### src/rtl/display_pkg.sv
// Shared constants and types for the seven-segment display scan path.
// Strobes are active-low, one-cold; nibble positions describe the 16-bit number layout.
package display_pkg;

  localparam logic [3:0] SS_DIG3    = 4'b0111;
  localparam logic [3:0] SS_DIG2    = 4'b1011;
  localparam logic [3:0] SS_DIG1    = 4'b1101;
  localparam logic [3:0] SS_DIG0    = 4'b1110;
  localparam logic [3:0] SS_ALL_OFF = 4'b1111;

  typedef enum logic {
    OWN_LOCAL  = 1'b0,
    OWN_REMOTE = 1'b1
  } owner_t;

  localparam int NIB_W    = 4;
  localparam int NIB0_LSB = 0;
  localparam int NIB1_LSB = 4;
  localparam int NIB2_LSB = 8;
  localparam int NIB3_LSB = 12;

  function automatic logic [3:0] dig_strobe(input logic [1:0] idx);
    case (idx)
      2'd3:    dig_strobe = SS_DIG3;
      2'd2:    dig_strobe = SS_DIG2;
      2'd1:    dig_strobe = SS_DIG1;
      default: dig_strobe = SS_DIG0;
    endcase
  endfunction

endpackage

### src/rtl/scan_timer.sv
// Digit slot timer: walks digits 3..0, blanks the start of each slot and flags
// the last clock of every frame. Outputs are registered from next-state values.
module scan_timer
  import display_pkg::*;
#(
  parameter int REFRESH_DIV  = 50000,
  parameter int BLANK_CYCLES = 16
) (
  input  logic       clk_i,
  input  logic       rst_ni,
  output logic [3:0] ss_digit_o,
  output logic       frame_done_o
);

  localparam int                SLOT_W    = (REFRESH_DIV > 2) ? $clog2(REFRESH_DIV) : 1;
  localparam logic [SLOT_W-1:0] SLOT_LAST = SLOT_W'(REFRESH_DIV - 1);

  logic [SLOT_W-1:0] slot_cnt_q, slot_cnt_d;
  logic [1:0]        dig_idx_q, dig_idx_d;
  logic [3:0]        ss_digit_q, ss_digit_d;
  logic              frame_done_q, frame_done_d;
  logic              blank_d;

  always_comb begin
    slot_cnt_d = slot_cnt_q + SLOT_W'(1);
    dig_idx_d  = dig_idx_q;
    if (slot_cnt_q == SLOT_LAST) begin
      slot_cnt_d = '0;
      dig_idx_d  = dig_idx_q - 2'd1;
    end
  end

  // With blanking disabled the compare would be constant, so it is not built at all.
  generate
    if (BLANK_CYCLES == 0) begin : g_noblank
      assign blank_d = 1'b0;
    end else begin : g_blank
      assign blank_d = (slot_cnt_d < SLOT_W'(BLANK_CYCLES));
    end
  endgenerate

  assign ss_digit_d   = blank_d ? SS_ALL_OFF : dig_strobe(dig_idx_d);
  assign frame_done_d = (dig_idx_d == 2'd0) && (slot_cnt_d == SLOT_LAST);

  always_ff @(posedge clk_i or negedge rst_ni) begin
    if (!rst_ni) begin
      slot_cnt_q   <= '0;
      dig_idx_q    <= 2'd3;
      ss_digit_q   <= SS_ALL_OFF;
      frame_done_q <= 1'b0;
    end else begin
      slot_cnt_q   <= slot_cnt_d;
      dig_idx_q    <= dig_idx_d;
      ss_digit_q   <= ss_digit_d;
      frame_done_q <= frame_done_d;
    end
  end

  assign ss_digit_o   = ss_digit_q;
  assign frame_done_o = frame_done_q;

endmodule

### src/rtl/display_scan_scheduler.sv
// Seven-segment scan scheduler: shares the display between a local and a remote
// requester, arbitrating and snapshotting the shown number only at frame boundaries.
module display_scan_scheduler
  import display_pkg::*;
#(
  parameter int REFRESH_DIV  = 50000,
  parameter int BLANK_CYCLES = 16,
  parameter int HOLD_FRAMES  = 64
) (
  input  logic        clock,
  input  logic        reset_n,
  input  logic        loc_req,
  input  logic [15:0] loc_num,
  input  logic        rem_req,
  input  logic [15:0] rem_num,
  output logic [15:0] disp_num,
  output logic [3:0]  ss_digit,
  output logic        owner,
  output logic        frame_done
);

  localparam int                HOLD_W   = (HOLD_FRAMES > 0) ? $clog2(HOLD_FRAMES + 1) : 1;
  localparam logic [HOLD_W-1:0] HOLD_MAX = HOLD_W'(HOLD_FRAMES);

  owner_t            owner_q, owner_d;
  logic [HOLD_W-1:0] hold_cnt_q, hold_cnt_d;
  logic [15:0]       disp_num_q, disp_num_d;
  logic              own_req, other_req;
  logic              boundary;

  scan_timer #(
    .REFRESH_DIV  (REFRESH_DIV),
    .BLANK_CYCLES (BLANK_CYCLES)
  ) u_scan_timer (
    .clk_i        (clock),
    .rst_ni       (reset_n),
    .ss_digit_o   (ss_digit),
    .frame_done_o (boundary)
  );

  // boundary is high during the last clock of a frame, so the update lands on the frame edge.
  always_comb begin
    owner_d    = owner_q;
    hold_cnt_d = hold_cnt_q;
    disp_num_d = disp_num_q;
    own_req    = (owner_q == OWN_REMOTE) ? rem_req : loc_req;
    other_req  = (owner_q == OWN_REMOTE) ? loc_req : rem_req;
    if (boundary) begin
      if (other_req && (!own_req || (hold_cnt_q == HOLD_MAX))) begin
        owner_d    = (owner_q == OWN_REMOTE) ? OWN_LOCAL : OWN_REMOTE;
        hold_cnt_d = '0;
      end else if (hold_cnt_q != HOLD_MAX) begin
        hold_cnt_d = hold_cnt_q + HOLD_W'(1);
      end
      disp_num_d = (owner_d == OWN_REMOTE) ? rem_num : loc_num;
    end
  end

  always_ff @(posedge clock or negedge reset_n) begin
    if (!reset_n) begin
      owner_q    <= OWN_LOCAL;
      hold_cnt_q <= '0;
      disp_num_q <= '0;
    end else begin
      owner_q    <= owner_d;
      hold_cnt_q <= hold_cnt_d;
      disp_num_q <= disp_num_d;
    end
  end

  assign owner      = owner_q;
  assign disp_num   = disp_num_q;
  assign frame_done = boundary;

endmodule
### config.mk
export PLATFORM = sky130hd
export DESIGN_NAME = display_scan_scheduler
export DESIGN_NICKNAME = d
export VERILOG_FILES = /design/src/rtl/display_pkg.sv /design/src/rtl/scan_timer.sv /design/src/rtl/display_scan_scheduler.sv
export SDC_FILE = /design/constraint.sdc
export NUM_CORES = 1
export LEC_CHECK = 0
export ABC_AREA = 1
export CAP_MARGIN = 20
export CORE_MARGIN = 4
export CORE_UTILIZATION = 53
export CTS_BUF_LIST = sky130_fd_sc_hd__clkbuf_8 sky130_fd_sc_hd__clkbuf_16
export CTS_CLUSTER_SIZE = 14
export DETAILED_ROUTE_END_ITERATION = 8
export PLACE_DENSITY = 0.82
export SYNTH_ARGS = -nofsm -noshare
export SYNTH_HDL_FRONTEND = slang
export SYNTH_HIERARCHICAL = 1
export SYNTH_SLANG_ARGS = --single-unit
### constraint.sdc
create_clock -name clock -period 2.15 [get_ports clock]
set_input_delay 0.43 -clock clock [delete_from_list [all_inputs] [get_ports clock]]
set_output_delay 0.43 -clock clock [all_outputs]
set_load 0.02 [all_outputs]
==> results of run 1 <==
-- synth_stat cells, types with 5 or more instances --
cell | count | area (um^2)
nand2_2 | 8 | 50.1
dfrtp_1 | 41 | 1030
nand3_1 | 70 | 350
dfstp_2 | 6 | 158
a21oi_1 | 5 | 25.0
nand2_4 | 5 | 56.3
nor2_1 | 39 | 146
nand2_1 | 100 | 375
nand4_1 | 8 | 50.1
inv_1 | 75 | 282
o21ai_1 | 7 | 35.0
nand3_2 | 11 | 110
nor2_4 | 6 | 67.6
-- worst register-to-register path, stage by stage, from the launching register on --
cell	delay, ps
dfrtp_1	380
ha_1	220
nand2_2	120
inv_2	100
nand2_2	80
nor2_1	200
nand3_2	150
xor2_1	250
nand2_1	90
inv_1	60
nand2_1	40
-- final cells by class --
type	count	area share, %
clock buffer	5	1.89
clock inverter	3	0.447
sequential	47	32.5
inverter	81	8.36
tap	70	2.41
timing repair buffer	61	16.4
multi-input combinational	273	38.0
-- metal layers --
layer  global-route usage, %  wire (um)  part of all wire, %  vias up
met2                    36.9       3320                   49       70
met4                    8.82        111                  1.6        0
met3                    3.47        411                  6.1       10
met5                       0          0                    0        -
met1                    27.1       2930                   43     1241
li1                        -          -                    -     1388
-- through the flow --
step,total power [uW],util (%)
after floorplan,955,-
after global placement,1040,67.4
after detailed placement,1040,67.4
after CTS,1560,69.0
after global routing,1610,69.0
final,1540,69.0
-- worst paths after layout --
| check | startpoint | to | depth (start not counted) |
|---|---|---|---|
| max in group asynchronous | reset_n | u_scan_timer/dig_idx_q[1] | 2 |
| setup reg to reg | u_scan_timer/slot_cnt_q[1] | u_scan_timer/ss_digit_o[3] | 10 |
| setup / recovery | owner | owner | 1 |
| min in group clock | disp_num[2] | disp_num[2] | 2 |
| hold reg to reg | disp_num[2] | disp_num[2] | 2 |
| hold / removal | reset_n | disp_num[6] | 1 |
-- flip-flops by register name, summed over array words and instances, names as in the netlist --
signal,cells
disp_num,16
u_scan_timer/slot_cnt_q,16
hold_cnt_q,7
u_scan_timer/ss_digit_o,4
u_scan_timer/dig_idx_q,2
owner,1
u_scan_timer/frame_done_o,1
-- where the power goes --
part | total [uW] | leakage, uW | internal [uW] | switching, uW
registers | 884 | 0.000495 | 884 | 0
logic | 141 | 0.00135 | 76.4 | 65.0
clock network | 514 | 0.0000453 | 223 | 291
-- logic make-up (layout without fill, tap and decap cells) --
group	after synthesis	count (layout)	share of synthesized area (%)
and+or+nand+nor	251	251	41.5
xor gates and xnor gates	2	2	0.592
buffers and inverters	89	150	13.3
AOI/OAI and AO/OA	17	17	3.34
adders and majority gates	3	3	1.27
DFF	47	47	40.0
==> impl_metrics.yaml, run 1 <==
routing:
  drt_iter0_drc: 155
  post_drt_wl_per_cell_um: 12.5
  drc: 0
  wl_um: 6770
  via_per_inst: 5.02
  num_vias: 2709
  drt_first_pass_iters: 4
  ant_nets: 0
critical_path:
  crit_buf_inv: 1
  crit_chain: "clkdlybuf4s50_1"
  path_delay_family: "buffers and inverters"
  rrSetupSlack_ps: 390
  worst_setup_path_end_kind: "output pin"
  arrival_ps: 1440
  cpPeakStageDelay_ps: 660
  startpoint_type: "flip-flop"
  worst-path-max-fanout: 5
  cp.required_ps: 1720
  cpMaxStageDelayCell: "clkdlybuf4s50_1"
  path_class: "reg -> out"
yosys:
  async_flop_share_pct: 100
  ys_seq_area_share_pct: 40.0
  syn-cell-area_mm2: 0.00296
  yosys_warnings: 6
  synthCells: 409
  ys_ff_latch: 47
  syn_area_per_cell_um2: 7.23
  synth_edf_count: 0
  synthFlopType: "dfrtp_1"
  synth.net_count: 448
  synth_cell_type_count: 27
timing:
  slew_viol_final: 0
  final.setup.worst_slack_ps: 275
  worst_slew_pin_slew_ps: 400
  fin_crit_ps: 1870
  setup_viol: 0
  rsz0062_at_grt: "false"
  fin_worst_skew_ps: 11.2
  hold_viol: 0
  finalSetupTns_ps: 0
  max_freq_mhz: 533
  relSlewSlack_pct: 73.3
  post-route-period-util_pct: 87.2
  fin_hold_ws_ps: 40.4
cells_and_area:
  seq_area_mm2: 0.00118
  antennaDiodeCount: 0
  areaGrowthSynthToFinish_pct: 23.0
  fill_cells: 448
  multiInputGateArea_mm2: 0.00138
  layout_common_cells: "nand2_1 (100), inv_1 (76), nand3_1 (70), clkdlybuf4s50_1 (56), dfrtp_1 (41)"
  drive_above_1_share_pct: 11.7
  nets: 508
  fin_cells: 540
  fin_area_mm2: 0.00364
  layout_commonest_cell: "nand2_1"
floorplanning:
  row_count: 26
  initial_core_util_pct: 56.1
  core_mm2: 0.00527
  io_pins: 58
  die_h_um: 82.7
  dieArea_mm2: 0.00684
  die_w_um: 82.7
placed_design:
  dpl_worst_slack_ps: 235
  gp_congestion: 0.925
  io_buffer_count: 57
  hpwlAfterDp_um: 5240
  place_area_mm2: 0.00355
  dp_cells: 532
clocking:
  clockBufferDepth: 2
  cts-buffers-inserted: 5
  cts_tree: "yes"
  h-tree-depth: 2
  post-cts-setup-buffers: 0
  cts-resized-gates: 0
  clk_pin_slew_worst_paths_ps: 90
  insertion_delay_ps: 300
  cts_num_sinks: 47
  cts_root_buf: "clkbuf_8"
  holdBufCountCts: 0
power_and_ir_drop:
  peakVddDrop_mv: 0.380
  p_per_area_mw_per_mm2: 423
  leakagePower_uw: 0.00189
outcome:
  status: "finished, final reports clean"
global_routing:
  grt_pass1_vias: 2545
  grt_remaining_overflow: 0
  grt_pass1_wl_um: 11300
  antenna_found_initial: 0
  grt_max_degree: 21
  grt_usage_pct: 21.6
run:
  max_cap_violations: 0
min_path:
  hold_path.class: "in -> async"
No activity file was read; power rests on OpenSTA's default activity.
==> inputs of run 2 (changes only) <==
==> constraint.sdc (replaced) <==
create_clock -name clock -period 2.15 [get_ports clock]
set_input_delay 0.43 -clock clock [delete_from_list [all_inputs] [get_ports clock]]
set_output_delay 0.43 -clock clock [all_outputs]
set_load 0.005 [all_outputs]
==> run 2 against run 1 <==
Effect of this change: clock skew down 6.8 ps; count of clock-buffer cells in the layout did not move; power is 1.3% higher; global-route usage increased by 0.91 points; critical path depth did not move; register-to-register slack about the same; largest cell class unchanged.
==> impl_metrics.yaml, run 2 (same netlist as run 1, synthesis figures left out) <==
timing:
  setup_viol: 0
  worst_slew_pin_slew_ps: 477
  fin_crit_ps: 1970
  final.setup.worst_slack_ps: 176
  fin_worst_skew_ps: 4.43
  hold_viol: 0
  fin_hold_ws_ps: 42.6
  slew_viol_final: 0
  relSlewSlack_pct: 68.2
  rsz0062_at_grt: "false"
  max_freq_mhz: 507
  finalSetupTns_ps: 0
  post-route-period-util_pct: 91.8
global_routing:
  grt_pass1_vias: 2660
  grt_usage_pct: 22.5
  grt_remaining_overflow: 0
  grt_pass1_wl_um: 11700
  grt_max_degree: 19
  antenna_found_initial: 0
placed_design:
  gp_congestion: 0.922
  hpwlAfterDp_um: 5500
  io_buffer_count: 57
  place_area_mm2: 0.00355
  dp_cells: 532
  dpl_worst_slack_ps: 177
min_path:
  hold_path.class: "in -> async"
cells_and_area:
  fin_area_mm2: 0.00364
  layout_commonest_cell: "nand2_1"
  fin_cells: 540
  nets: 508
  fill_cells: 486
  antennaDiodeCount: 0
  drive_above_1_share_pct: 11.9
  layout_common_cells: "nand2_1 (100), inv_1 (75), nand3_1 (70), clkdlybuf4s50_1 (56), dfrtp_1 (41)"
  areaGrowthSynthToFinish_pct: 23.1
floorplanning:
  io_pins: 58
  die_w_um: 82.7
  core_mm2: 0.00527
  row_count: 26
  initial_core_util_pct: 56.1
  dieArea_mm2: 0.00684
  die_h_um: 82.7
routing:
  wl_um: 7130
  post_drt_wl_per_cell_um: 13.2
  drt_first_pass_iters: 5
  via_per_inst: 5.18
  num_vias: 2797
  drc: 0
  drt_iter0_drc: 174
  ant_nets: 0
clocking:
  cts_tree: "yes"
  cts-buffers-inserted: 5
  cts-resized-gates: 0
  holdBufCountCts: 0
  insertion_delay_ps: 300
  clockBufferDepth: 2
  clk_pin_slew_worst_paths_ps: 90
  cts_root_buf: "clkbuf_8"
  h-tree-depth: 2
  post-cts-setup-buffers: 0
  cts_num_sinks: 47
critical_path:
  startpoint_type: "flip-flop"
  crit_buf_inv: 1
  regToRegStartpoint: "u_scan_timer/slot_cnt_q[1]"
  path_class: "reg -> out"
  cpMaxStageDelayCell: "dfrtp_1"
  endpoint: "frame_done"
  cpPeakStageDelay_ps: 650
  arrival_ps: 1540
  crit_chain: "clkdlybuf4s50_1"
  crit_cells: 1
  rrSetupSlack_ps: 390
  cp.required_ps: 1720
  worst-path-max-fanout: 14
  reg2reg_depth: 9
  path_delay_family: "flip-flops"
  worst_setup_path_end_kind: "output pin"
  r2r_end: "u_scan_timer/ss_digit_o[3]"
  startpoint: "u_scan_timer/frame_done_o"
power_and_ir_drop:
  p_per_area_mw_per_mm2: 428
  peakVddDrop_mv: 0.374
  leakagePower_uw: 0.00189
outcome:
  status: "finished, final reports clean"
run:
  max_cap_violations: 0
-- run 2: cell types whose count changed in the layout (fill, tap and decap cells not counted) --
cell        delta
inv_1          -1
clkinvlp_4     +1
-- run 2: power by group --
group          internal (uW)  leakage [uW]  switching (uW)  total, uW
Sequential               884      0.000495               0        884
Clock                    227     0.0000402             306        533
Combinational           76.4       0.00135            65.8        142
Total                   1190       0.00189             372       1560
-- run 2: cell type report --
type | instances | area [um^2] | share of cell area, %
inverters | 81 | 304 | 8.35
clock buffers | 5 | 68.8 | 1.89
repair buffers | 61 | 596 | 16.4
clock inverters | 3 | 20.0 | 0.550
flip-flops and latches | 47 | 1180 | 32.5
multi-input cells | 273 | 1380 | 38.0
well taps | 70 | 87.6 | 2.40
-- run 2: how the worst min path moves through the flow --
stage | cells past startpoint | end | startpoint
after floorplan | 0 | disp_num[0] | reset_n
after global placement | 1 | hold_cnt_q[3] | reset_n
after detailed placement | 1 | hold_cnt_q[3] | reset_n
after CTS | 1 | hold_cnt_q[3] | reset_n
after global routing | 1 | hold_cnt_q[3] | reset_n
final | 1 | hold_cnt_q[3] | reset_n
-- run 2: layer usage --
metal | vias up | GRT usage (%) | share of wire (%)
met1 | 1319 | 27.4 | 42
met3 | 12 | 4.34 | 5.6
li1 | 1389 | - | -
met4 | 0 | 8.17 | 1.7
met5 | - | 0 | 0
met2 | 77 | 39.4 | 50
-- run 2: per-stage QoR --
stage / total power, uW / util (%)
6_report: 1560 / 69.1
5_1_grt: 1640 / 69.1
4_1_cts: 1580 / 69.1
3_5_place_dp: 1040 / 67.4
3_3_place_gp: 1040 / 67.4
2_1_floorplan: 956 / -
